File: config.mk
export PLATFORM = sky130hd
export DESIGN_NAME = sram_access_ctrl
export DESIGN_NICKNAME = d
export VERILOG_FILES = /design/src/rtl/sram_access_ctrl_pkg.sv /design/src/rtl/sram_access_ctrl_arbiter.sv /design/src/rtl/sram_access_ctrl.sv
export SDC_FILE = /design/constraint.sdc
export NUM_CORES = 1
export LEC_CHECK = 0
export ABC_AREA = 0
export CAP_MARGIN = 30
export CORE_MARGIN = 3
export CORE_UTILIZATION = 42
export DETAILED_ROUTE_END_ITERATION = 12
export HOLD_SLACK_MARGIN = 0.02
export PLACE_DENSITY = 0.77
export SYNTH_ARGS = -nofsm -noshare
export SYNTH_HDL_FRONTEND = slang
export SYNTH_SLANG_ARGS = --single-unit
File: constraint.sdc
create_clock -name clk -period 2.8 [get_ports clk]
set_input_delay 0.42 -clock clk [delete_from_list [all_inputs] [get_ports clk]]
set_output_delay 0.42 -clock clk [all_outputs]
set_load 0.005 [all_outputs]
File: src/rtl/sram_access_ctrl_pkg.sv
// Shared types and helpers for the SRAM access controller and its arbiter.
package sram_access_ctrl_pkg;

  typedef enum logic [1:0] {IDLE, ACCESS, DONE} stateT;
  typedef enum logic {PIPE, LOADER} ownerT;

  localparam int MEM_BASE_DEF = 1024;
  localparam int WAIT_MIN     = 1;
  localparam int WAIT_MAX     = 15;
  localparam int CNT_W        = 4;

  // Word-aligned and inside [base, base + 4*2^aw); computed wide to avoid wrap.
  function automatic logic addrOk(input logic [31:0] addr, input logic [31:0] base,
                                  input int aw);
    logic [33:0] lim;
    lim = {2'b00, base} + (34'd1 << (aw + 2));
    return (addr[1:0] == 2'b00) && (addr >= base) && ({2'b00, addr} < lim);
  endfunction

endpackage

File: src/rtl/sram_access_ctrl_arbiter.sv
// Two-way round-robin arbiter; a tie goes to whichever side was not served last.
module mem_req_arbiter
  import sram_access_ctrl_pkg::*;
(
  input  logic clk,
  input  logic rst,
  input  logic pipe_req,
  input  logic ld_req,
  input  logic arb_en,
  output logic grant_pipe,
  output logic grant_ld
);

  ownerT lastOwner;

  always_comb begin
    grant_pipe = 1'b0;
    grant_ld   = 1'b0;
    if (arb_en) begin
      if (pipe_req && ld_req) begin
        grant_pipe = (lastOwner == LOADER);
        grant_ld   = (lastOwner == PIPE);
      end else begin
        grant_pipe = pipe_req;
        grant_ld   = ld_req;
      end
    end
  end

  // Only one grant per access, so recording at grant time equals recording at completion.
  always_ff @(posedge clk or negedge rst) begin
    if (!rst)           lastOwner <= LOADER;
    else if (grant_pipe) lastOwner <= PIPE;
    else if (grant_ld)   lastOwner <= LOADER;
  end

endmodule

File: src/rtl/sram_access_ctrl.sv
// Multi-cycle SRAM controller shared between the MEM stage and a loader port;
// stalls the pipeline with freeze until its own access completes.
module sram_access_ctrl
  import sram_access_ctrl_pkg::*;
#(
  parameter int ADDR_W      = 16,
  parameter int WAIT_CYCLES = 4,
  parameter int MEM_BASE    = MEM_BASE_DEF
) (
  input  logic              clk,
  input  logic              rst,
  input  logic              memREn,
  input  logic              memWEn,
  input  logic [31:0]       aluRes,
  input  logic [31:0]       valRm,
  output logic              freeze,
  output logic [31:0]       pipe_rdata,
  input  logic              ld_req,
  input  logic              ld_we,
  input  logic [31:0]       ld_addr,
  input  logic [31:0]       ld_wdata,
  output logic              ld_done,
  output logic [31:0]       ld_rdata,
  output logic              addr_err,
  output logic [ADDR_W-1:0] sram_addr,
  output logic [31:0]       sram_wdata,
  input  logic [31:0]       sram_rdata,
  output logic              sram_dq_oe,
  output logic              sram_ce_n,
  output logic              sram_we_n,
  output logic              sram_oe_n
);

  stateT             state, stateNext;
  ownerT             owner;
  logic              opWr, opErr;
  logic [31:0]       opAddr, opData;
  logic [CNT_W-1:0]  cnt;

  logic              pipeReq, grantPipe, grantLd, grant;
  logic              selWr, selOk;
  logic [31:0]       selAddr, selData;
  logic              inAccess, isDone, pipeDone;

  assign pipeReq = memREn | memWEn;
  assign grant   = grantPipe | grantLd;

  mem_req_arbiter uArb (
    .clk        (clk),
    .rst        (rst),
    .pipe_req   (pipeReq),
    .ld_req     (ld_req),
    .arb_en     (state == IDLE),
    .grant_pipe (grantPipe),
    .grant_ld   (grantLd)
  );

  // Write wins over read when the pipeline raises both.
  assign selWr   = grantPipe ? memWEn : ld_we;
  assign selAddr = grantPipe ? aluRes : ld_addr;
  assign selData = grantPipe ? valRm  : ld_wdata;
  assign selOk   = addrOk(selAddr, 32'(MEM_BASE), ADDR_W);

  always_comb begin
    stateNext = state;
    case (state)
      IDLE:    if (grant) stateNext = selOk ? ACCESS : DONE;
      ACCESS:  if (cnt == '0) stateNext = DONE;
      DONE:    stateNext = IDLE;
      default: stateNext = IDLE;
    endcase
  end

  always_ff @(posedge clk or negedge rst) begin
    if (!rst) begin
      state      <= IDLE;
      owner      <= LOADER;
      opWr       <= 1'b0;
      opErr      <= 1'b0;
      opAddr     <= '0;
      opData     <= '0;
      cnt        <= '0;
      pipe_rdata <= '0;
      ld_rdata   <= '0;
    end else begin
      state <= stateNext;
      if (grant) begin
        owner  <= grantPipe ? PIPE : LOADER;
        opWr   <= selWr;
        opErr  <= ~selOk;
        opAddr <= selAddr;
        opData <= selData;
        cnt    <= CNT_W'(WAIT_CYCLES - 1);
        // Out-of-range reads complete next cycle with zero data.
        if (!selOk && !selWr) begin
          if (grantPipe) pipe_rdata <= '0;
          else           ld_rdata   <= '0;
        end
      end else if (state == ACCESS) begin
        if (cnt != '0) cnt <= cnt - 1'b1;
        else if (!opWr) begin
          if (owner == PIPE) pipe_rdata <= sram_rdata;
          else               ld_rdata   <= sram_rdata;
        end
      end
    end
  end

  // Strobes decode straight from state so an async reset drops them immediately.
  assign inAccess   = (state == ACCESS);
  assign isDone     = (state == DONE);
  assign sram_ce_n  = ~inAccess;
  assign sram_oe_n  = ~(inAccess & ~opWr);
  assign sram_dq_oe = inAccess & opWr;
  assign sram_we_n  = ~(inAccess & opWr & (cnt != '0));
  assign sram_addr  = inAccess ? ADDR_W'((opAddr - 32'(MEM_BASE)) >> 2) : '0;
  assign sram_wdata = opData;

  assign pipeDone = isDone & (owner == PIPE);
  assign ld_done  = isDone & (owner == LOADER);
  assign addr_err = isDone & opErr;
  assign freeze   = pipeReq & ~pipeDone;

endmodule

== Yosys cells after proc, flatten, opt, wreduce, memory -nomap -nowiden ==
Cells that the tools add are included.

* Add/subtract/negate cells: 2
* Magnitude comparators: 2
* Eq/ne operators: 10
* Mux-type cells: 32
* Bitwise gates (word level): 17
* Reductions and logical operators: 18

{| class="wikitable"
|+ Operator list
! cell !! count
|-
| 2-to-1 mux 32 bit || 16
|-
| >= comparator 32 x 11 -> 1 bit (second input constant) || 1
|-
| less-than comparator 32 x 19 -> 1 bit (second input constant) || 1
|-
| subtractor 18 x 11 -> 18 bit (second input constant) || 1
|-
| 2-to-1 mux 16 bit || 1
|-
| 2-to-1 mux 4 bit || 3
|-
| AND reduction 6 bit || 2
|-
| 2-to-1 mux 1 bit || 8
|-
| != test 2 x 1 -> 1 bit (second input constant) || 4
|-
| != test 2 bit (second input constant) || 4
|-
| inverter 1 bit || 8
|-
| nonzero test 2 bit || 4
|-
| bitwise AND 1 bit || 7
|-
| 2-to-1 mux 2 bit || 3
|-
| logical AND 1 bit || 4
|-
| zero test 2 bit || 2
|-
| zero test 4 bit || 1
|-
| one-hot mux 2 bit (2 select lines) || 1
|-
| AND reduction 2 bit || 2
|-
| nonzero test 4 bit || 1
|-
| subtractor 4 x 1 -> 4 bit (second input constant) || 1
|-
| == test 2 x 1 -> 1 bit (second input constant) || 1
|-
| == test 2 bit (second input constant) || 1
|-
| zero test 1 bit || 2
|-
| bitwise OR 1 bit || 2
|}

* Flip-flop bits (word level): 124
* Output and inout bits: 119

== Logic depth before layout (Yosys ltp) ==
Gate-level depths: netlist of run 1.

* Depth after elaboration: 12
* Depth in mapped cells: 9
* Mapped depth without buffers: 7

== Hierarchy ==
A second synthesis of run 1 with hierarchy kept.

* Cell total of the unflattened synthesis: 643
* Area, all modules: 6412.4 um^2

{| class="wikitable"
|+ By module, submodules not included
! module !! instances !! cells each !! area each (um^2) !! seq. area each (um^2)
|-
| sram_access_ctrl || 1 || 635 || 6349.8 || 3029.2
|-
| mem_req_arbiter || 1 || 8 || 62.6 || 26.3
|}

== Least setup slack after synthesis of run 1 ==
Ideal clock, no wire load.

* Kind: register -> register
* Start: reg cnt[0]
* End: reg ld_rdata[3]
* Arrival: 1979 ps
* Path slack: 739 ps
* Stages on the path, launching flop included: 10
* Period minus slack after synthesis: 2061 ps
* Cells stage by stage: dfrtp_1 -> inv_1 -> ha_1 -> or3b_1 -> buf_1 -> or2_1 -> a21oi_4 -> buf_2 -> nand3_1 -> a31oi_2

* Word-level cells in the longest chain between the ends: 3

{| class="wikitable"
|+ Ends and longest elaborated chain
! element !! line !! RTL
|-
| start: declaration || sram_access_ctrl.sv:38 || <nowiki>logic [CNT_W-1:0] cnt;</nowiki>
|-
| start signal: assignment || sram_access_ctrl.sv:93 || <nowiki>cnt <= CNT_W'(WAIT_CYCLES - 1);</nowiki>
|-
| start signal: assignment || sram_access_ctrl.sv:100 || <nowiki>if (cnt != '0) cnt <= cnt - 1'b1;</nowiki>
|-
| nonzero test 4 bit || sram_access_ctrl.sv:100 ||
|-
| != test 2 bit (no line) || - ||
|-
| AND reduction 6 bit (no line) || - ||
|-
| end signal: assignment || sram_access_ctrl.sv:103 || <nowiki>else ld_rdata <= sram_rdata;</nowiki>
|-
| end: declaration || sram_access_ctrl.sv:23 || <nowiki>output logic [31:0] ld_rdata,</nowiki>
|}

No other way between the ends.
A chain may end at the register's enable or synchronous reset.

== Final worst setup path of run 1 ==
* Start: reg cnt[0]
* End: out sram_we_n

* Word-level cells in the longest chain between the ends: 3

{| class="wikitable"
|+ Ends and longest elaborated chain
! element !! line !! RTL
|-
| nonzero test 4 bit || sram_access_ctrl.sv:115 || <nowiki>assign sram_we_n = ~(inAccess & opWr & (cnt != '0));</nowiki>
|-
| bitwise AND 1 bit || sram_access_ctrl.sv:115 ||
|-
| inverter 1 bit || sram_access_ctrl.sv:115 ||
|-
| end: declaration || sram_access_ctrl.sv:30 || <nowiki>output logic sram_we_n,</nowiki>
|}

No other way between the ends.

==> results.md, run 1 <==
- Run status: finished, final reports clean
- Maxcap violations: 0
- Overflow after GRT: 0
- Period utilisation layout: 93.2%
- Fin area: just under 10,000 sq um
- Synth top area share: roughly half
- Global-route wire length before repair: 33,100 um
- Synth Area in Adders: less than 1%
- Cell type with the largest total area after synthesis: dfrtp_1
- Worst EP arrival: between 2000 and 2500 ps
- Post-synth EDFFs: 0
- Worst setup path class: flip-flop to primary output
- Placer Congestion: 0.934
- Max Fclk: 383 MHz
- Hpwl dp: 15,100 um
- Setup tns final: 0 ps
- Hold Crit Class: flip-flop to flip-flop
- Util after Layout: between 60% and 70%
- Syn nets: 800
- Vias: about 6,300
- Synth Area in Compound Gates: 20.2%
- Synthesized instance count: 631
- #FFs+latches synth: 121
- RSZ-0062 raised after global routing: no
- Mapped Area: 6190 sq um
- Tmin final: 2610 ps
- # rows: 43
- Seq/Total Area, Yosys: 48.9%
- Drt wl/cell: 19.5 um
- Pin count of the biggest net entering global routing: 143
- Fin. Hold Viols: 0
- Number of port buffers: roughly 280
- Synth cell types: 45
- Ant diodes: 0
- DRT iter0 DRCs: 539
- Clock slew at reported path FFs: ~50 ps
- Clock latency on the worst-skew pair: between 400 and 500 ps
- DIE WIDTH: roughly 130 um
- Area after DPL: 9200 sq um
- FFs w/ async S/R, synth: 100%
- # clock sinks: 121
- Avg Synthesized Cell Area: 9.81 sq um
- Simple-gate share of the synthesized area: 15.6%
- Mux cell area share after synthesis: under 10%
- CTS tree: built
- Boundary Pins: 285
- Leak pwr: about 0.0038 uW
- Vias/cell: between 5 and 6
- Max Slew Vio Count: 0
- Total GRT Usage: 25.6%
- CP max FO: 7
- Pre-antenna DRT Iters: 5
- Main synth FF type: dfrtp_1
- Vias in the first global route: 6,220
- PostCTS Resize Cnt: 0
- Critical Path Sink Type: primary output
- Htree depth: 4
- Fillers: ~1,000
- Skew final: 6.80 ps
- Layout Area Growth over Synthesis: 58.9%
- YS warnings: 0
- Top post-synthesis cells by count: dfrtp_1 (120), a31oi_1 (100), nand2_1 (59)
- Num CTS Buffers: 17
- Initial antenna violation count: 0
- Die Area: 16,200 sq um
- Core ar.: 14,100 sq um
- Critical Path RT: 2380 ps
- Crit start category: flip-flop
- Worst slew pin tran: 601 ps
- Root Driver: clkbuf_16
- Starting Density: 43.8%
- Pwr per Cell Area: between 500 and 600 nW/um^2
- Clk buf depth: 2
- Remaining DRCs: 0
- Layout cells sized above 1: 7.86%
- Synth top area cells: dfrtp_1 (49%), a31oi_1 (10%), mux2i_1 (7.8%), o21ai_0 (4.0%), nand3_1 (4.0%)
- XOR/XNOR Fraction of Synth Area: 1.56%
- Final setup fails: 0
- Largest family of logic cells by synthesized area: compound AO/OA/AOI/OAI gates
- Total Nets Final: 1,059
- Final ANT Viol Nets: 0
- Die height: ~130 um
- Slew HR: 59.9%
- Routed wire length: 21,100 um
- Max VDD drop: 0.487 mV
- Most common cell in the synthesized netlist: dfrtp_1
[stage by stage]
| step | worst slack [ps] | hold slack (ps) | std cells | power, uW |
|---|---|---|---|---|
| after floorplan | 739 | 124 | 631 | 2730 |
| after global placement | 194 | 415 | 1050 | 3500 |
| after detailed placement | 100 | 424 | 1050 | 3560 |
| after CTS | 164 | 476 | 1083 | 5910 |
| after global routing | 39.1 | 499 | 1083 | 6130 |
| final | 191 | 479 | 1083 | 5880 |
[worst max-delay path: stages, from the launching register on]
cell and delay [ps]:
dfrtp_1 380, inv_1 110, ha_1 150, or3b_1 480, nand3_1 130, clkdlybuf4s50_1 520
[cell type report]
class                      count  area (sq um)  share of cell area [%]
inverter                       6          22.5                   0.229
multi-input combinational    442          2860                    29.1
clock inverter                11           169                    1.72
timing repair buffer         302          3070                    31.2
clock buffer                  21           460                    4.68
tap                          180           225                    2.29
sequential                   121          3030                    30.8
[power breakdown]
part | switching [uW] | total [uW] | internal [uW]
registers | 149 | 2110 | 1960
logic | 722 | 1440 | 715
clock network | 802 | 2340 | 1530
[flip-flops by register name, summed over array words and instances, names as in the netlist]
| register | flops |
|---|---|
| opErr | 1 |
| cnt | 4 |
| pipe_rdata | 32 |
| opAddr | 16 |
| uArb.lastOwner | 1 |
| ld_rdata | 32 |
| sram_wdata | 32 |
| state | 2 |
| opWr | 1 |
[cell families after synthesis]
group,count (synthesis)
multiplexers,48
flip-flops,121
AO/OA/AOI/OAI,189
adder cells (fa/ha/maj),3
XOR/XNOR,11
AND/OR/NAND/NOR,191
buffers and inverters,68
[worst paths after layout]
path | start | end | slack, ps | depth (start not counted)
min | opAddr[7] | opAddr[7] | 480 | 2
max in group asynchronous | rst | ld_rdata[19] | 1430 | 3
min reg2reg | opAddr[7] | opAddr[7] | 480 | 2
min in group asynchronous | rst | ld_rdata[0] | 520 | 2
max reg2reg | cnt[0] | pipe_rdata[23] | 250 | 8
max | cnt[0] | sram_we_n | 190 | 5
[routing by layer]
layer,global-route usage (%),part of all wire [%],vias to the layer above
met5,0,0,-
met2,44.4,53,262
li1,-,-,2907
met3,6.65,6.5,29
met4,6.75,1.6,0
met1,31.9,39,3113
[what timing repair did]
item                      4_1_cts  5_1_grt
hold buffers                    1        0
buffers inserted                0        0
hold endpoints to repair       36        0
[layout by cell type (no fill, tap or decap), types with 2 or more instances in the layout]
cell type,count
nor3_1,3
inv_1,5
o21ai_0,50
or4_1,2
buf_4,11
nand4_1,19
a31oi_1,100
clkbuf_16,17
and3b_1,2
or2_1,2
ha_1,3
dfrtp_1,120
nor2b_1,2
o32ai_1,2
nor2_1,17
nor3_4,2
mux2i_1,48
nand3_1,49
xnor2_1,7
and2_1,9
a41oi_1,18
clkinv_2,2
or3b_1,2
clkdlybuf4s50_1,283
nor4_1,11
bufinv_16,4
nand2b_1,3
nand2_1,59
clkbuf_8,2
o22ai_1,2
a31oi_2,10
xor2_1,4
buf_12,7
clkbuf_1,2
nor2_2,3
clkinvlp_4,4
Power figures use the tool's default switching activity.
==> run 2, diff against run 1 <==
Settings changed: CORE_UTILIZATION 42 to 43, CTS_BUF_LIST from default to sky130_fd_sc_hd__clkbuf_8, GPL_ROUTABILITY_DRIVEN from default to 1, PLACE_DENSITY 0.77 to 0.79.
==> run 2 against run 1 <==
Effect of this change:
- critical path depth unchanged
- global-route usage increased by 0.45 points
- sequential share of layout area increased by 0.69 points
- total power decreased by 13%
- count of clock-buffer cells in the layout increased by 2
- hold slack got worse by 450 ps
- largest power group is now sequential cells
- via count decreased by 1.1%
- final area decreased by 2.2%
- largest cell class unchanged
- first-iteration DRC count decreased by 17%
- flip-flop and latch count unchanged
- register-to-register slack improved by 150 ps
- setup slack got worse by 27 ps
==> results.md, run 2 (synthesis results as in run 1) <==
- Max Slew Vio Count: 0 (unchanged)
- Critical Path RT: 2380 ps (about the same)
- Period utilisation layout: 94.1% (+0.96 points)
- Final ANT Viol Nets: 0 (unchanged)
- Core ar.: 14,000 sq um (-1.1%)
- Hpwl dp: 15,200 um (+0.44%)
- Critical Path Sink Type: primary output
- # rows: 43 (unchanged)
- PostCTS Resize Cnt: 0 (unchanged)
- Commonest non-fill, non-tap cell in the layout: clkdlybuf4s50_1
- Clock latency on the worst-skew pair: 430 ps (about the same)
- Vias in the first global route: 6,278 (+0.93%)
- Vias/cell: 5.77 (-0.97%)
- Drt wl/cell: 19.1 um (-2.1%)
- Skew final: 9.76 ps (+2.96 ps)
- CP Cell Sequence: inv_1, ha_1, or3b_1, nand3_1, clkdlybuf4s50_1
- Reg2reg setup slack: 400 ps (+150 ps)
- CP max FO: 7 (unchanged)
- # clock sinks: 121 (unchanged)
- Clock slew at reported path FFs: 70 ps (+20 ps)
- Slew HR: 49.5% (-10 points)
- Run status: finished, final reports clean
- Root Driver: clkbuf_8
- CTS tree: built
- Overflow after GRT: 0 (unchanged)
- Reg2reg end: pipe_rdata[6]
- Slowest cell delay on critical path: 520 ps (about the same)
- Reg2reg start: cnt[0]
- Area after DPL: 9210 sq um (+0.14%)
- Ant diodes: 0 (unchanged)
- Num CTS Buffers: 17 (unchanged)
- Util after Layout: 68.8% (-0.74 points)
- Fin. Hold Viols: 0 (unchanged)
- Worst slew pin tran: 757 ps (+156 ps)
- Most frequent cells in the layout: clkdlybuf4s50_1 (283), dfrtp_1 (120), a31oi_1 (100), nand2_1 (59), o21ai_0 (50)
- Worst setup path class: flip-flop to primary output
- Tmin final: 2640 ps (+26.9 ps)
- Pre-antenna DRT Iters: 5 (unchanged)
- Fin area: 9620 sq um (-2.2%)
- Layout Area Growth over Synthesis: 55.4%
- Total Nets Final: 1,058 (-0.094%)
- Starting Density: 44.3% (+0.50 points)
- Number of port buffers: 284 (unchanged)
- Setup tns final: 0 ps (unchanged)
- Crit start category: flip-flop
- Placer Congestion: 0.915 (-2.0%)
- Clk buf depth: 2 (unchanged)
- DRT iter0 DRCs: 447 (-17%)
- Htree depth: 4 (unchanged)
- Vias: 6,244 (-1.1%)
- Maxcap violations: 0 (unchanged)
- Die Area: 15,900 sq um (-2.2%)
- Post-CTS Hold Fix Bufs: 0 (-1)
- Hold WS: 33.1 ps (-446 ps)
- Slowest-stage cell, CP: clkdlybuf4s50_1
- Initial antenna violation count: 0 (unchanged)
- Hold Crit Class: input port to asynchronous set/reset pin
- Layout cells sized above 1: 7.87% (+0.0087 points)
- Total GRT Usage: 26.1% (+0.45 points)
- Remaining DRCs: 0 (unchanged)
- Pin count of the biggest net entering global routing: 78 (-45%)
- Max Fclk: 379 MHz (-1.0%)
- RSZ-0062 raised after global routing: no
- Leak pwr: 0.00377 uW (-2.0%)
- Buffer count from post-CTS setup fixing: 0 (unchanged)
- Dpl cells: 1,050 (unchanged)
- Global-route wire length before repair: 33,600 um (+1.6%)
- Worst EP arrival: 2220 ps (+30 ps)
- DIE WIDTH: 126 um (-1.1%)
- Die height: 126 um (-1.1%)
- Pwr per Cell Area: 533 nW/um^2 (-11%)
- Final setup fails: 0 (unchanged)
- Routed wire length: 20,600 um (-2.2%)
- Max VDD drop: 0.312 mV (-36%)
- Boundary Pins: 285 (unchanged)
- R2R depth: 8 (unchanged)
- Layout Cells excl Fill: 1,082 (-0.092%)
-- run 2: changes by cell type in the layout (fill, tap and decap cells not counted), moves of 2 or more --
cell	change
clkinvlp_4	-3
clkbuf_16	-17
clkbuf_8	+21
clkbuf_1	-2
inv_1	+2
clkinv_2	+2
bufinv_16	-2
-- run 2: worst max-delay path by stage --
stage,start,end,slack [ps],cells after the start
after global routing,cnt[0],sram_we_n,30,5
after floorplan,cnt[0],ld_rdata[3],740,9
final,cnt[0],sram_we_n,160,5
after detailed placement,ld_addr[22],ld_rdata[28],100,7
after CTS,cnt[0],sram_we_n,130,5
after global placement,ld_addr[22],ld_rdata[22],140,7
-- run 2: routing by layer --
metal	track usage, %	routed length (um)	vias up
met2	44.5	10600	282
met1	33.0	8220	3015
met3	6.23	1350	38
met4	7.82	469	0
met5	0	0	-
li1	-	-	2909
-- run 2: worst max-delay path: cells and delay by family (launching register included) --
kind / cells / cell delay [ps]
flip-flops: 1 / 380
adder cells (fa/ha/maj): 1 / 150
AND/OR/NAND/NOR: 2 / 630
buffers and inverters: 2 / 630
-- run 2: power by group --
part	leakage (uW)	internal (uW)	total [uW]	switching, uW
registers	0.00158	1960	2100	143
logic	0.00196	719	1430	709
clock network	0.000220	922	1600	675
total	0.00377	3600	5120	1530
-- run 2: cell type report --
| cell class | instances | area [sq um] |
|---|---|---|
| Multi-Input combinational cell | 442 | 2860 |
| Clock inverter | 9 | 95.1 |
| Sequential cell | 121 | 3030 |
| Inverter | 6 | 22.5 |
| Tap cell | 180 | 225 |
| Clock buffer | 23 | 317 |
| Timing Repair Buffer | 301 | 3070 |
| Fill cell | 1080 | 4370 |
-- run 2: metrics by stage --
stage               total power [uW]  setup slack, ps
floorplan                       2730              739
global placement                3510              145
detailed placement              3560             95.6
CTS                             5160              130
global route                    5400             32.7
finish                          5120              165
